<file path="src/rtl/parking_pkg.sv">
// parking_pkg: sensor codes, command kinds and emulator states shared by the parking blocks
package parking_pkg;
  localparam logic [1:0] X_NONE = 2'b00;
  localparam logic [1:0] X_OUT  = 2'b01;
  localparam logic [1:0] X_IN   = 2'b10;
  localparam logic [1:0] X_BOTH = 2'b11;
  typedef enum logic [1:0] {K_ENTER, K_EXIT, K_BALK_ENTER, K_BALK_EXIT} cmd_kind_t;
  typedef enum logic [2:0] {S_IDLE, S_PH1, S_PH2, S_PH3, S_GAP} emu_state_t;
  function automatic logic [1:0] sensor_code(emu_state_t s, cmd_kind_t k);
    return s == S_PH2 ? X_BOTH
         : s == S_PH1 ? (k inside {K_ENTER, K_BALK_ENTER} ? X_IN : X_OUT)
         : s == S_PH3 ? (k inside {K_EXIT, K_BALK_ENTER} ? X_IN : X_OUT)
         : X_NONE;
  endfunction
endpackage

</file>
<file path="src/rtl/parking_sensor_emulator_if.sv">
// parking_sensor_emulator_if: command handshake (cmd_valid/cmd_ready, cmd_kind, hold_len)
interface parking_sensor_emulator_if import parking_pkg::*; #(parameter int HOLD_W = 8);
  logic              cmd_valid;
  logic              cmd_ready;
  cmd_kind_t         cmd_kind;
  logic [HOLD_W-1:0] hold_len;
  modport master(output cmd_valid, cmd_kind, hold_len, input cmd_ready);
  modport slave(input cmd_valid, cmd_kind, hold_len, output cmd_ready);
endinterface

</file>
<file path="src/rtl/parking_phase_timer.sv">
// parking_phase_timer: loadable down-counter; ports clk, reset_n, load/load_val in, expire out (last cycle of a loaded span)
module parking_phase_timer #(parameter int W = 8) (
  input  logic         clk,
  input  logic         reset_n,
  input  logic         load,
  input  logic [W-1:0] load_val,
  output logic         expire
);
  logic [W-1:0] cnt;
  always_ff @(posedge clk) begin
    if (!reset_n) cnt <= '0;
    else if (load) cnt <= load_val;
    else if (cnt != '0) cnt <= cnt - W'(1);
  end
  assign expire = cnt == W'(1);
endmodule

</file>
<file path="src/rtl/parking_sensor_emulator.sv">
// parking_sensor_emulator: turns handshaked car-movement commands into sequenced gate-sensor codes
// ports: clk, reset_n (sync, active-low), cmd (slave handshake), x sensor code, busy, done pulse, enter/exit counters
module parking_sensor_emulator import parking_pkg::*; #(
  parameter int HOLD_W     = 8,
  parameter int GAP_CYCLES = 2,
  parameter int CNT_W      = 16
) (
  input  logic                      clk,
  input  logic                      reset_n,
  parking_sensor_emulator_if.slave  cmd,
  output logic [1:0]                x,
  output logic                      busy,
  output logic                      done,
  output logic [CNT_W-1:0]          enter_cnt,
  output logic [CNT_W-1:0]          exit_cnt
);
  emu_state_t        state, state_d;
  cmd_kind_t         kind, kind_d;
  logic [HOLD_W-1:0] len, len_d, load_val;
  logic              hs, load, expire, finish;
  assign cmd.cmd_ready = state == S_IDLE;
  assign busy = state != S_IDLE;
  assign hs = cmd.cmd_valid && cmd.cmd_ready;
  assign finish = state == S_PH3 && expire;
  always_comb begin
    kind_d = hs ? cmd.cmd_kind : kind;
    len_d = hs ? (cmd.hold_len == '0 ? HOLD_W'(1) : cmd.hold_len) : len;
    load = hs || (expire && state inside {S_PH1, S_PH2, S_PH3});
    load_val = state == S_PH3 ? HOLD_W'(GAP_CYCLES) : len_d;
    unique case (state)
      S_IDLE:  state_d = hs ? S_PH1 : S_IDLE;
      S_PH1:   state_d = expire ? S_PH2 : S_PH1;
      S_PH2:   state_d = expire ? S_PH3 : S_PH2;
      S_PH3:   state_d = expire ? S_GAP : S_PH3;
      S_GAP:   state_d = expire ? S_IDLE : S_GAP;
      default: state_d = S_IDLE;
    endcase
  end
  always_ff @(posedge clk) begin
    if (!reset_n) begin
      state     <= S_IDLE;
      kind      <= K_ENTER;
      len       <= '0;
      x         <= X_NONE;
      done      <= 1'b0;
      enter_cnt <= '0;
      exit_cnt  <= '0;
    end else begin
      state     <= state_d;
      kind      <= kind_d;
      len       <= len_d;
      x         <= sensor_code(state_d, kind_d);
      done      <= finish;
      enter_cnt <= enter_cnt + CNT_W'(finish && kind == K_ENTER);
      exit_cnt  <= exit_cnt + CNT_W'(finish && kind == K_EXIT);
    end
  end
  parking_phase_timer #(.W(HOLD_W)) u_timer (
    .clk      (clk),
    .reset_n  (reset_n),
    .load     (load),
    .load_val (load_val),
    .expire   (expire)
  );
endmodule

</file>
<file path="src/flat_wrapper.sv">
// flat-port wrapper written by rule: the top's interface ports become plain ports
module parking_sensor_emulator_flat import parking_pkg::*;
#(
  parameter int HOLD_W     = 8,
  parameter int GAP_CYCLES = 2,
  parameter int CNT_W      = 16
)
  (clk, reset_n, x, busy, done, enter_cnt, exit_cnt, cmd_cmd_valid, cmd_cmd_kind, cmd_hold_len, cmd_cmd_ready);
  parking_sensor_emulator_if #(.HOLD_W(HOLD_W)) cmd_i ();
  input  logic clk;
  input  logic reset_n;
  output logic [1:0] x;
  output logic busy;
  output logic done;
  output logic [CNT_W-1:0] enter_cnt;
  output logic [CNT_W-1:0] exit_cnt;
  input wire logic [$bits(cmd_i.cmd_valid)-1:0] cmd_cmd_valid;
  input wire logic [$bits(cmd_i.cmd_kind)-1:0] cmd_cmd_kind;
  input wire logic [$bits(cmd_i.hold_len)-1:0] cmd_hold_len;
  output wire logic [$bits(cmd_i.cmd_ready)-1:0] cmd_cmd_ready;
  assign cmd_i.cmd_valid = cmd_cmd_valid;
  assign cmd_i.cmd_kind = cmd_cmd_kind;
  assign cmd_i.hold_len = cmd_hold_len;
  assign cmd_cmd_ready = cmd_i.cmd_ready;
  parking_sensor_emulator #(.HOLD_W(HOLD_W), .GAP_CYCLES(GAP_CYCLES), .CNT_W(CNT_W)) u_core (.clk(clk), .reset_n(reset_n), .cmd(cmd_i), .x(x), .busy(busy), .done(done), .enter_cnt(enter_cnt), .exit_cnt(exit_cnt));
endmodule
</file>
<file path="config.mk">
export PLATFORM = sky130hd
export DESIGN_NAME = parking_sensor_emulator_flat
export DESIGN_NICKNAME = d
export VERILOG_FILES = /design/src/rtl/parking_pkg.sv /design/src/rtl/parking_sensor_emulator_if.sv /design/src/rtl/parking_phase_timer.sv /design/src/rtl/parking_sensor_emulator.sv /design/src/flat_wrapper.sv
export SDC_FILE = /design/constraint.sdc
export NUM_CORES = 1
export LEC_CHECK = 0
export ABC_AREA = 1
export CAP_MARGIN = 15
export CORE_MARGIN = 2
export CORE_UTILIZATION = 45
export DETAILED_ROUTE_END_ITERATION = 6
export GPL_ROUTABILITY_DRIVEN = 0
export PLACE_DENSITY = 0.71
export SETUP_SLACK_MARGIN = 0.15
export SKIP_CTS_REPAIR_TIMING = 1
export SYNTH_ARGS = -nofsm -noshare
export SYNTH_HDL_FRONTEND = slang
export SYNTH_SLANG_ARGS = --single-unit
</file>
<file path="constraint.sdc">
create_clock -name clk -period 3.1 [get_ports clk]
set_input_delay 0.465 -clock clk [delete_from_list [all_inputs] [get_ports clk]]
set_output_delay 0.465 -clock clk [all_outputs]
set_load 0.03 [all_outputs]
</file>
# After elaboration in Yosys (flattened, before gate mapping)
# Index checks and enable logic that the tools add are counted.
# W data, S select, Z words.
[op_classes] add_sub_neg=3 n_eq_ne=11 muxes=17 n_reduce_logical=16
[ops] cell="$mux W8" count=5
[ops] cell="$add A16 B1 Y16" count=2
[ops] cell="$pmux W3 S5" count=1
[ops] cell="$mux W2" count=7
[ops] cell="$eq A3 B2 Y1 const B" count=4
[ops] cell="$eq A8 B1 Y1 const B" count=1
[ops] cell="$logic_not A8 Y1" count=1
[ops] cell="$reduce_bool A8 Y1" count=1
[ops] cell="$sub A8 B1 Y8 const B" count=1
[ops] cell="$eq A3 B1 Y1 const B" count=2
[ops] cell="$mux W3" count=2
[ops] cell="$reduce_bool A2 Y1" count=3
[ops] cell="$reduce_bool A3 Y1" count=2
[ops] cell="$logic_and A1 B1 Y1" count=5
[ops] cell="$eq A2 B1 Y1 const B" count=2
[ops] cell="$logic_not A2 Y1" count=2
[ops] cell="$eq A3 B3 Y1 const B" count=1
[ops] cell="$logic_not A3 Y1" count=1
[ops] cell="$eq A2 B2 Y1 const B" count=1
[ops] cell="$mux W1" count=2
[ops] cell="$logic_or A1 B1 Y1" count=1
[totals] reg_bits=56 input_bits=13 out_inout_bits=37

# Depth between registers and ports, before layout
[logic_depth] word_depth=9 depth_mapped=16 ltp_nobuf=16

# By module
# From an unflattened synthesis, not the netlist that was laid out.
[hier_totals] hier_cells=391 hier_area_um2=2768.9
[modules_own_cells] mod="parking_sensor_emulator" n_inst=1 cells_per_inst=303 area_per_inst_um2=2218.4 seq_area_each_um2=960.9
[modules_own_cells] mod="parking_phase_timer" n_inst=1 cells_per_inst=88 area_per_inst_um2=550.5 seq_area_each_um2=160.2

# Worst setup path before layout
# OpenSTA, ideal clock, no wires.
[synth_timing] path_kind="reg-to-reg" start="register u_core.state[1]" end="register u_core.exit_cnt[12]" setup_time_ps=128 arrival_ps=2114 t_required_ps=2972 setup_slack_ps=859 path_stages_with_launch=15 period_less_slack_ps=2241 path_cell_list="dfxtp_1 > inv_2 > nor3_4 > nand3_1 > nor2_1 > ha_1 > ha_1 > nand2_1 > nor2_1 > nand2_1 > nor2_2 > nand2_1 > nor2_1 > xnor2_1 > nor2_1"
[synth_between] elab_chain_len=4
[synth_rtl] item="from (decl)" line_no="parking_sensor_emulator.sv:17" text="emu_state_t state, state_d;"
[synth_rtl] item="from (signal assigned)" line_no="parking_sensor_emulator.sv:49" text="state <= state_d;"
[synth_rtl] item="$eq A3 B2 Y1" line_no="parking_sensor_emulator.sv:24" text="assign finish = state == S_PH3 && expire;"
[synth_rtl] item="$logic_and A1 B1 Y1" line_no="parking_sensor_emulator.sv:24"
[synth_rtl] item="$logic_and A1 B1 Y1" line_no="parking_sensor_emulator.sv:55" text="exit_cnt <= exit_cnt + CNT_W'(finish && kind == K_EXIT);"
[synth_rtl] item="$add A16 B1 Y16" line_no="parking_sensor_emulator.sv:55"
[synth_rtl] item="to (signal assigned)" line_no="parking_sensor_emulator.sv:55"
[synth_rtl] item="to (decl)" line_no="parking_sensor_emulator.sv:15" text="output logic [CNT_W-1:0] exit_cnt"
# No other way between the ends.
# A chain may end at the register's enable or synchronous reset.

# Final worst setup path
# Ends and elaborated chain as after synthesis.

==> out/metrics.csv <==
metric,value,unit
status,"complete, no violations",
crit_path_frequent_cell,nor2_1,
synth_cell_type_count,38,
finalNetCount,477,
syn_to_final_growth,23.0,%
die_x,84.3,µm
hold_violations,0,
grt_setup_unrepaired,false,
tightest_slew,1.10,ns
start_kind,flop,
syn_area,0.00290,mm²
synth_fp_nets,427,
cp-end-kind,flop,
layout_commonest_cell,nand2_1,
fp-row-count,29,
ys_seq_area_frac,0.387,
path_depth,14,
fp.dieArea,0.00710,mm²
rrSetupSlack,0.58,ns
r2r_end,u_core.exit_cnt[12],
grt_pass1_wl,10.7,mm
cp_top_family,simple AND/OR/NAND/NOR gates,
ir_worst_vdd,0.000279,V
fp.dieH,84.3,µm
track_usage,0.178,
clock_latency,0.31,ns
nFillCells,618,
grt_overflow_total,0,
grt_max_degree,34,
finalSetupViolations,0,
path_buf_inv,1,
n_antenna_cell,0,
clkTransAtPathRegs,0.10,ns
finClkSkew,0.0132,ns
ant_nets,0,
multi_input_area,0.00151,mm²
cp-startpoint,u_core.state[1],
clock_path_buffers,2,
cts_tree,done,
crit_path_max_fanout,4,
drt_iter0_markers,64,
p_leak,1.50,nW
wl_per_cell,11.5,µm
core_area,0.00628,mm²
cp.required,3.26,ns
crit_chain,"inv_2, nor3_4, nand3_1, nor2_1, ha_1, ha_1, nand2_1, nor2_1, nand2_1, nor2_2, nand2_1, nor2_1, xnor2_1, nor2_1",
fin_cells,535,
finalPower,2.34,mW
hpwlAfterDp,4.57,mm
hp-class,flop to flop,
final_cell_mix,"90 x nand2_1, 56 x dfxtp_1, 55 x inv_1",
path_class,flop to flop,
fin_hold_ws,0.493,ns
clock_sinks,56,
r2r_start,u_core.state[1],
cp_slowest_cell,dfxtp_1,
wl,6.15,mm
drv_cap,0,
cts-root-buf,clkbuf_8,
drive_above_1_share,0.0873,
fin_crit,2.52,ns
slew_viol_final,0,
via_per_inst,4.92,
numCtsBuffers,5,
synthCells,407,
htree_num_levels,2,
slew_headroom,0.266,
drc,0,
io_buffers,49,
tns,0,ns
fmax,0.396,GHz
initial_utilization,0.462,
ff_latch_area,0.00112,mm²
yosys_warnings,0,
arrival,2.68,ns
antenna_found_initial,0,
syn_area_per_cell,7.12,µm²
crit_path_end,u_core.exit_cnt[12],
power_density,656,mW/mm²
design.portCount,50,
cpPeakStageDelay,0.47,ns
grt_pass1_vias,2542,
finalCritPeriodShare,0.814,
dpl.cell_count,527,
firstDrtPassIters,4,
synth-seq-cells,56,
reg2reg_depth,14,
via_count,2630,
==> routing by layer <==
metal  wire length (µm)  GRT usage
met3                218     0.0354
met5                  0          0
met1               2880      0.214
met2               2940      0.310
met4                110     0.0733
==> stage by stage <==
| stage | util | setup WS (ns) | cell area, µm² |
|---|---|---|---|
| 6_report | 0.568 | 0.576 | 3570 |
| 3_5_place_dp | 0.551 | 0.597 | 3460 |
| 4_1_cts | 0.568 | 0.555 | 3570 |
| 3_3_place_gp | 0.551 | 0.661 | 3460 |
| 2_1_floorplan | - | 0.859 | 2900 |
| 5_1_grt | 0.568 | 0.227 | 3570 |
==> cells by family (layout without fill, tap and decap cells) <==
logic type      Yosys count  count (layout)  synth area share
compound gates           52              52             0.101
xor+xnor                  9               9            0.0272
fa+ha+maj                 7               7            0.0302
buf+inv                  68             119            0.0919
flops                    56              56             0.387
simple gates            215             215             0.363
==> report_power, final <==
| part | total [mW] | leakage, nW | switching, mW | internal, mW |
|---|---|---|---|---|
| clock network | 0.469 | 0.0552 | 0.228 | 0.240 |
| registers | 0.878 | 0.456 | 0.0630 | 0.815 |
| logic | 0.992 | 0.985 | 0.631 | 0.361 |
==> layout make-up <==
class / instances / area share
Clock inverter: 2 / 0.00982
Clock buffer: 6 / 0.0204
Sequential cell: 56 / 0.314
Tap cell: 77 / 0.0270
Multi-Input combinational cell: 283 / 0.424
Timing Repair Buffer: 50 / 0.140
Inverter: 61 / 0.0649
==> worst register-to-register path: cells and delay by family, from the launching register on <==
family,cells,cell delay (ns)
adder cells (fa/ha/maj),2,0.35
buffers and inverters,1,0.09
AND/OR/NAND/NOR,10,1.36
flip-flops,1,0.47
XOR/XNOR,1,0.13
==> Yosys cell counts (all sizes together) <==
cell type / count / share of area
dfxtp: 56 / 0.39
nor2: 55 / 0.088
a211oi: 1 / 0.0026
xnor2: 2 / 0.0060
clkbuf: 5 / 0.0065
nand3b: 1 / 0.0026
o21a: 6 / 0.016
nand2: 97 / 0.14
nor4: 2 / 0.0043
nand3: 31 / 0.069
inv: 61 / 0.080
and3: 1 / 0.0022
or2: 7 / 0.016
o21ai: 16 / 0.029
o21bai: 1 / 0.0026
xor2: 7 / 0.021
buf: 2 / 0.0056
a31oi: 1 / 0.0022
a21oi: 27 / 0.049
nor3: 11 / 0.023
nand4: 9 / 0.019
nor3b: 1 / 0.0026
ha: 7 / 0.030
==> sequential cells by signal (all words and copies together) (netlist names) <==
signal and cells:
u_core.enter_cnt 16, u_core.exit_cnt 16, u_core.len 8, u_core.u_timer.cnt 8, u_core.state 3, u_core.kind 2
u_core.x 2, u_core.done 1
==> worst min path at each step <==
stage | startpoint | end | slack [ns] | depth (start not counted)
after floorplan | u_core.len[1] | u_core.len[1] | 0.47 | 2
after global placement | u_core.exit_cnt[15] | u_core.exit_cnt[15] | 0.46 | 2
after detailed placement | u_core.enter_cnt[8] | u_core.enter_cnt[8] | 0.48 | 2
after CTS | u_core.enter_cnt[8] | u_core.enter_cnt[8] | 0.49 | 2
after global routing | u_core.exit_cnt[15] | u_core.exit_cnt[15] | 0.51 | 2
final | u_core.exit_cnt[15] | u_core.exit_cnt[15] | 0.49 | 2
Power figures use the tool's default switching activity.
